--- src/rtl/ssm_modexp.sv ---
`default_nettype none
// ============================================================================
// Module : ssm_modexp
// Left-to-right square-and-multiply sequencer driving an external ssm multiplier.
// Rev    : 1.0  initial release
// ============================================================================
module ssm_modexp #(
  parameter int LEN = 32
) (
  input  logic           clk,
  input  logic           rst,
  input  logic           start,
  input  logic [LEN-1:0] base_in,
  input  logic [LEN-1:0] exp_in,
  input  logic [LEN-1:0] mod_in,
  output logic           ready,
  output logic           err,
  output logic [LEN-1:0] r_out,
  output logic           mul_start,
  output logic [LEN-1:0] mul_a,
  output logic [LEN-1:0] mul_b,
  output logic [LEN-1:0] mul_n,
  input  logic           mul_ready,
  input  logic [LEN-1:0] mul_p
);

  localparam int IDX_W = (LEN > 1) ? $clog2(LEN) : 1;

  localparam logic [2:0] c_idle    = 3'd0;
  localparam logic [2:0] c_check   = 3'd1;
  localparam logic [2:0] c_bit     = 3'd2;
  localparam logic [2:0] c_prewait = 3'd3;
  localparam logic [2:0] c_issue   = 3'd4;
  localparam logic [2:0] c_wlo     = 3'd5;
  localparam logic [2:0] c_whi     = 3'd6;
  localparam logic [2:0] c_finish  = 3'd7;

  logic [2:0]       r_state;
  logic [LEN-1:0]   r_base;
  logic [LEN-1:0]   r_exp;
  logic [LEN-1:0]   r_mod;
  logic [LEN-1:0]   r_acc;
  logic [IDX_W-1:0] r_idx;
  logic             r_seen;
  logic             r_pend_mul;
  logic             r_ready;
  logic             r_err;
  logic [LEN-1:0]   r_res;
  logic [LEN-1:0]   r_a;
  logic [LEN-1:0]   r_b;
  logic [LEN-1:0]   r_n;

  logic w_bad_op;
  logic w_exp_bit;
  logic w_last;

  assign w_bad_op  = (r_mod < LEN'(2)) || (r_base >= r_mod);
  assign w_exp_bit = r_exp[r_idx];
  assign w_last    = (r_idx == '0);

  always_ff @(posedge clk or negedge rst) begin
    if (!rst) begin
      r_state    <= c_idle;
      r_base     <= '0;
      r_exp      <= '0;
      r_mod      <= '0;
      r_acc      <= '0;
      r_idx      <= '0;
      r_seen     <= 1'b0;
      r_pend_mul <= 1'b0;
      r_ready    <= 1'b1;
      r_err      <= 1'b0;
      r_res      <= '0;
      r_a        <= '0;
      r_b        <= '0;
      r_n        <= '0;
    end else begin
      case (r_state)
        c_idle: begin
          if (start) begin
            r_base  <= base_in;
            r_exp   <= exp_in;
            r_mod   <= mod_in;
            r_ready <= 1'b0;
            r_state <= c_check;
          end
        end
        c_check: begin
          if (w_bad_op) begin
            r_err   <= 1'b1;
            r_res   <= '0;
            r_ready <= 1'b1;
            r_state <= c_idle;
          end else begin
            r_idx   <= IDX_W'(LEN - 1);
            r_seen  <= 1'b0;
            r_acc   <= LEN'(1);
            r_state <= c_bit;
          end
        end
        c_bit: begin
          if (!r_seen) begin
            // Leading zeros cost one cycle each; the first set bit just loads the base.
            if (w_exp_bit) begin
              r_acc  <= r_base;
              r_seen <= 1'b1;
            end
            if (w_last) begin
              r_state <= c_finish;
            end else begin
              r_idx   <= r_idx - 1'b1;
              r_state <= c_bit;
            end
          end else begin
            r_a        <= r_acc;
            r_b        <= r_acc;
            r_n        <= r_mod;
            r_pend_mul <= w_exp_bit;
            r_state    <= mul_ready ? c_issue : c_prewait;
          end
        end
        c_prewait: begin
          if (mul_ready) r_state <= c_issue;
        end
        c_issue: begin
          r_state <= c_wlo;
        end
        c_wlo: begin
          if (!mul_ready) r_state <= c_whi;
        end
        c_whi: begin
          if (mul_ready) begin
            r_acc <= mul_p;
            if (r_pend_mul) begin
              r_pend_mul <= 1'b0;
              r_a        <= mul_p;
              r_b        <= r_base;
              r_state    <= c_issue;
            end else if (w_last) begin
              r_state <= c_finish;
            end else begin
              r_idx   <= r_idx - 1'b1;
              r_state <= c_bit;
            end
          end
        end
        c_finish: begin
          r_res   <= r_acc;
          r_err   <= 1'b0;
          r_ready <= 1'b1;
          r_state <= c_idle;
        end
        default: begin
          r_state <= c_idle;
        end
      endcase
    end
  end

  assign ready     = r_ready;
  assign err       = r_err;
  assign r_out     = r_res;
  assign mul_start = (r_state == c_issue);
  assign mul_a     = r_a;
  assign mul_b     = r_b;
  assign mul_n     = r_n;

endmodule
`default_nettype wire

--- config.mk ---
export PLATFORM = sky130hd
export DESIGN_NAME = ssm_modexp
export DESIGN_NICKNAME = d
export VERILOG_FILES = /design/src/rtl/ssm_modexp.sv
export SDC_FILE = /design/constraint.sdc
export NUM_CORES = 1
export LEC_CHECK = 0
export BUFFER_PORTS_ARGS = -buffer_cell sky130_fd_sc_hd__buf_2
export CORE_UTILIZATION = 50
export CTS_CLUSTER_DIAMETER = 80
export DETAILED_ROUTE_END_ITERATION = 10
export GPL_TIMING_DRIVEN = 0
export PLACE_DENSITY = 0.74
export SLEW_MARGIN = 40
export SYNTH_ARGS = -nofsm -noshare
export SYNTH_HDL_FRONTEND = slang
export SYNTH_SLANG_ARGS = --single-unit
export TNS_END_PERCENT = 10
--- constraint.sdc ---
create_clock -name clk -period 3 [get_ports clk]
set_input_delay 0.6 -clock clk [delete_from_list [all_inputs] [get_ports clk]]
set_output_delay 0.6 -clock clk [all_outputs]
set_load 0.01 [all_outputs]
==> reports/qor.txt, run 1 <==
outcome = finished, final reports clean
HP Class = input pin to register
CTS tree = yes
crit path capture type = register
global placement routability congestion = 0.919
WL/cell = 20.3 um
fin cells = 1772
Clock transition at path regs = 0.06 ns
first-pass GRT wire length = 55400 um
H-Tree Depth = 1
vias = 10100
Synth top area share = 54.5%
final net count = 1592
Area growth, synth to finish = 23.5%
Seq/Total Area, Yosys = 54.7%
row cnt = 56
#FFs+latches synth = 268
Setup TNS = 0 ns
initial antenna violation count = 5
vias per std cell = 5.69
top cells by area, synth = dfrtp_1 55%, mux2_2 8.9%, o21ai_0 5.7%
Initial Utilization = 51.6%
Port-buffer cells = 262
DR pass1 iterations = 5
worst slack, placed = -0.466 ns
Final Max Tran Viols = 0
die height = 159 um
Skew-Pair Late Insertion Delay = 0.56 ns
peak supply drop = 0.545 mV
core box area = 0.0238 mm2
Total Power = 17300 uW
layout cells sized above 1 = 32.8%
drt drc = 0
Hold Path Origin = mod_in[17]
CTS sink cnt = 268
I/O pins = 263
placed insts = 1714
Fillers = 1946
largest net degree at the start of global routing = 77
Routed Antenna Nets = 0
Most used DFF post-synth = dfrtp_1
synthesized area per cell = 10.9 um2
Highest Clock Rate = 354 MHz
R2R Path Start = r_mod[17]$_DFFE_PN0P_
post-layout min period = 2.83 ns
Clock Path Buffers = 3
static leakage = 0.00717 uW
Cell Area, Synth = 0.0123 mm2
top fanout value on the critical path = 10
final worst path period share = 94.3%
Die X = 159 um
Post-synth ARST share = 100%
synth warn = 0
1st-iter DRT viols = 731
Worst EP required = 3.48 ns
cts bufs inserted = 28
Setup WS post-layout = 0.172 ns
Area after DPL = 0.0141 mm2
EDFF count, synth = 0
Syn Nets = 1294
CP startpoint = r_mod[17]$_DFFE_PN0P_
Slew @ Worst Pin = 0.820 ns
Final Setup Violations = 0
Synth cell types = 53
grt ovf = 0
Final Hold Violating Endpoints = 0
dominant cell type by area after synthesis = dfrtp_1
all-layer global routing usage = 29.0%
CP arrival = 3.31 ns
Setup Skew = 0.0252 ns
max_cap viols = 0
worst slew margin relative to its limit = 45.1%
WL final = 36000 um
crit start category = register
Design Area, Final = 0.0151 mm2
PwrDens = 1140 mW/mm2
root buf cell = clkbuf_16
hpwl dp = 27500 um
die area = 0.0251 mm2
post-synthesis cell count = 1129
vias in the first global route = 10100
Crit Path Category = register to register
layout make-up:
type,count,area (um2),area share [%]
multi-input cells,738,5070,33.5
plain buffers,80,358,2.36
diodes,5,12.5,0.0827
well taps,319,399,2.64
flip-flops and latches,268,6710,44.3
repair buffers,268,1440,9.52
clock buffers,39,832,5.50
inverters,43,161,1.07
clock inverters,12,151,1.00
registers in the layout (all words and copies together) (netlist names):
name and count:
r_mod 32, err 1, mul_a 32, ready 1
r_acc 32, r_base 32, r_out 32, r_seen 1
r_idx 5, r_pend_mul 1, r_exp 32, r_state 3
mul_n 32, mul_b 32
power by group:
| group | total [uW] | switching (uW) | internal (uW) |
|---|---|---|---|
| registers | 6490 | 1300 | 5190 |
| logic | 7130 | 4020 | 3110 |
| clock network | 3660 | 1470 | 2190 |
path summary, 6_finish.rpt:
kind,end,slack (ns),cells after the start
max,r_acc[29]$_DFFE_PN0P_,0.17,10
max in group asynchronous,mul_n[13]$_DFFE_PN0P_,1.52,4
min reg2reg,ready$_DFFE_PN1P_,0.48,2
min,r_mod[17]$_DFFE_PN0P_,0.24,3
max reg2reg,r_acc[29]$_DFFE_PN0P_,0.17,10
min in group asynchronous,r_idx[3]$_DFFE_PN0P_,0.52,2
per-stage QoR:
step	hold WS, ns	utilization (%)
6_report	0.245	63.7
5_1_grt	0.247	63.7
4_1_cts	0.228	63.6
3_5_place_dp	0.466	59.3
3_3_place_gp	0.460	58.8
2_1_floorplan	0.304	-
synthesized netlist by cell type (all sizes together), types with 5 or more instances:
master,number
nor3,6
o21ai,140
mux2,97
mux2i,8
a31oi,6
a32o,34
a22oi,37
buf,25
a21oi,84
nand2,145
nor4,8
inv,43
nand4,5
nor2,19
a31o,31
dfrtp,267
nor2b,38
clkbuf,55
ha,33
layout by cell type, fill, tap and decap left out, types with 37 or more instances in the layout:
cell type,instances
a22oi_1,37
mux2_2,97
o21ai_0,139
dfrtp_1,267
inv_1,43
a21oi_1,83
nor2b_1,38
nand2_1,145
clkbuf_1,53
buf_2,276
cells by family (layout without fill, tap and decap cells):
family | Yosys count | in the layout | synth area share, %
AND/OR/NAND/NOR | 242 | 242 | 8.99
other | 0 | 5 | 0
flip-flops | 268 | 268 | 54.7
AO/OA/AOI/OAI | 354 | 354 | 18.4
buffers and inverters | 123 | 442 | 4.20
multiplexers | 109 | 109 | 10.3
adder cells (fa/ha/maj) | 33 | 33 | 3.37
routing by layer:
metal / vias to the layer above / global-route usage [%] / share of wire, %
li1: 4671 / - / -
met3: 88 / 6.15 / 6.9
met1: 4952 / 38.1 / 42
met4: 0 / 13.0 / 4.7
met5: - / 0 / 0
met2: 378 / 46.4 / 46
critical path, cell delays in order (launching register included):
cell and delay [ns]:
dfrtp_1 0.41, inv_1 0.09, ha_1 0.30, nand4_1 0.19, nor4_4 0.42, nand3_1 0.18, o2bb2ai_4 0.31, or2_1 0.15
buf_2 0.20, buf_2 0.29, a31o_1 0.20
what timing repair did:
item	4_1_cts	5_1_grt
endpoints found under the setup margin	71	60
buffers inserted	0	1
hold endpoints to repair	29	0
hold buffers	1	0
gates resized for setup	4	6
pin swaps	0	1
No activity file was read; power rests on OpenSTA's default activity.
==> run 2, diff against run 1 <==
- RECOVER_POWER: default -> 25
==> run 2 against run 1 <==
Compared with the run above:
- the flow now finishes with violations (max-capacitance violations, max-slew violations)
- routed wire length increased by 0.26%
- final cell count unchanged
- clock skew decreased by 0.0019 ns
- global-route usage is the same
- design area decreased by 0.40%
- critical path depth is 1 lower
- sequential power about the same
- highest routed layer unchanged
==> reports/qor.txt, run 2 (synthesized netlist as in run 1, its figures left out) <==
first-pass GRT wire length = 55400 um (unchanged)
DR pass1 iterations = 5 (unchanged)
Skew-Pair Late Insertion Delay = 0.56 ns (about the same)
max_cap viols = 1 (+1)
Crit Path Category = register to register
drt drc = 0 (unchanged)
vias = 10100 (+0.040%)
CP peak stage delay = 0.44 ns (+0.02 ns)
final hold slack = 0.246 ns (+0.00105 ns)
die area = 0.0251 mm2 (unchanged)
most frequent cell on the critical path = buf_2
cts bufs inserted = 28 (unchanged)
hpwl dp = 27500 um (unchanged)
crit-path cells = ha_1 -> nand4_1 -> nor4_4 -> nand3_1 -> o2bb2ai_4 -> or2_1 -> buf_2 -> buf_2 -> a31o_1
Total Power = 17300 uW (about the same)
Final Setup Violations = 0 (unchanged)
layout cells sized above 1 = 32.8% (unchanged)
Fillers = 1953 (+0.36%)
slowest CP cell = dfrtp_1
Clock Path Buffers = 3 (unchanged)
vias per std cell = 5.70 (about the same)
register area = 0.00671 mm2 (unchanged)
final worst path period share = 95.0% (+0.78 points)
vias in the first global route = 10100 (unchanged)
global placement routability congestion = 0.919 (unchanged)
post-layout min period = 2.85 ns (+0.0233 ns)
Design Area, Final = 0.0151 mm2 (-0.40%)
crit start category = register
CP arrival = 3.33 ns (+0.02 ns)
Port-buffer cells = 262 (unchanged)
leading cell type in the layout, fill and taps excluded = buf_2
PwrDens = 1150 mW/mm2 (+0.39%)
Worst EP required = 3.48 ns (about the same)
Die X = 159 um (unchanged)
failing checks = max-capacitance violations, max-slew violations
final net count = 1592 (unchanged)
Clock transition at path regs = 0.06 ns (about the same)
WL/cell = 20.4 um (+0.26%)
Initial Utilization = 51.6% (unchanged)
outcome = finished, violations left
peak supply drop = 0.545 mV (about the same)
most frequent cells in the layout = 276 x buf_2, 267 x dfrtp_1, 145 x nand2_1
1st-iter DRT viols = 794 (+8.6%)
multi-input logic area = 0.00507 mm2 (unchanged)
Setup Skew = 0.0232 ns (-0.00193 ns)
die height = 159 um (unchanged)
core box area = 0.0238 mm2 (unchanged)
initial antenna violation count = 5 (unchanged)
Area after DPL = 0.0141 mm2 (unchanged)
Highest Clock Rate = 351 MHz (-0.82%)
root buf cell = clkbuf_16
Routed Antenna Nets = 0 (unchanged)
top fanout value on the critical path = 10 (unchanged)
HP Class = input pin to register
CTS tree = yes
I/O pins = 263 (unchanged)
Final Hold Violating Endpoints = 0 (unchanged)
row cnt = 56 (unchanged)
worst slew margin relative to its limit = -15.0% (-60 points)
grt ovf = 0 (unchanged)
static leakage = 0.00715 uW (-0.31%)
Area growth, synth to finish = 23.0%
largest net degree at the start of global routing = 77 (unchanged)
H-Tree Depth = 1 (unchanged)
all-layer global routing usage = 29.0% (unchanged)
CTS sink cnt = 268 (unchanged)
Final Max Tran Viols = 69 (+69)
Slew @ Worst Pin = 1.72 ns (+0.905 ns)
crit path capture type = register
WL final = 36100 um (+0.26%)
==> run 2: cell types whose count changed in the layout (fill, tap and decap cells not counted) <==
cell      before  now
buf_16         3    1
clkbuf_2       4    7
buf_12         1    0
==> run 2: report_power, final <==
part           switching [uW]  total, uW  internal, uW
logic                    4010       7120          3100
clock network            1470       3660          2190
registers                1310       6500          5190
==> run 2: layout make-up <==
type	count	area share, %
sequential	268	44.5
clock inverter	12	1.00
clock buffer	39	5.52
multi-input combinational	738	33.6
buffer	80	2.37
antenna	5	0.0830
timing repair buffer	268	9.16
tap	319	2.65
inverter	43	1.07
==> run 2: critical path, delay by kind of cell (launching register included) <==
kind	cells	cell delay, ns
DFF	1	0.44
adders and majority gates	1	0.35
AOI/OAI and AO/OA	2	0.51
and+or+nand+nor	4	0.97
buffers and inverters	2	0.50
==> run 2: per-layer routing <==
metal  part of all wire [%]  GRT usage (%)  vias to the layer above
met5                      0              0                        -
met4                    4.6           13.0                        0
met2                     47           46.4                      392
met3                    6.6           6.15                       88
li1                       -              -                     4667
met1                     42           38.1                     4946
==> run 2: through the flow <==
step                cells  TNS, ns  utilization, %  setup slack, ns
detailed placement   1714   -24.49            59.3           -0.466
global route         1772  -0.0377            63.5          -0.0228
global placement     1710  -953.64            58.8            -3.52
finish               1772        0            63.5            0.149
CTS                  1766   -0.189            63.6          -0.0265
floorplan            1129        0               -            0.610
==> run 2: timing repair <==
item / in CTS / in global routing
hold endpoints to repair: 29 / 0
gates cloned: 0 / 0
buffers inserted: 0 / 1
resized for setup: 4 / 6
pin swaps: 0 / 1
hold buffers: 1 / 0
endpoints found under the setup margin: 71 / 60
==> run 2: final timing paths <==
| kind | start | end | slack (ns) | depth (start not counted) |
|---|---|---|---|---|
| max reg2reg | r_base[27]$_DFFE_PN0P_ | r_acc[29]$_DFFE_PN0P_ | 0.15 | 9 |
| max | r_base[27]$_DFFE_PN0P_ | r_acc[29]$_DFFE_PN0P_ | 0.15 | 9 |
| min in group asynchronous | rst | r_exp[6]$_DFFE_PN0P_ | 0.50 | 2 |
| max in group asynchronous | rst | r_mod[8]$_DFFE_PN0P_ | 0.57 | 3 |
| min | mod_in[17] | r_mod[17]$_DFFE_PN0P_ | 0.25 | 3 |
| min reg2reg | mul_a[28]$_DFFE_PN0P_ | mul_a[28]$_DFFE_PN0P_ | 0.48 | 2 |
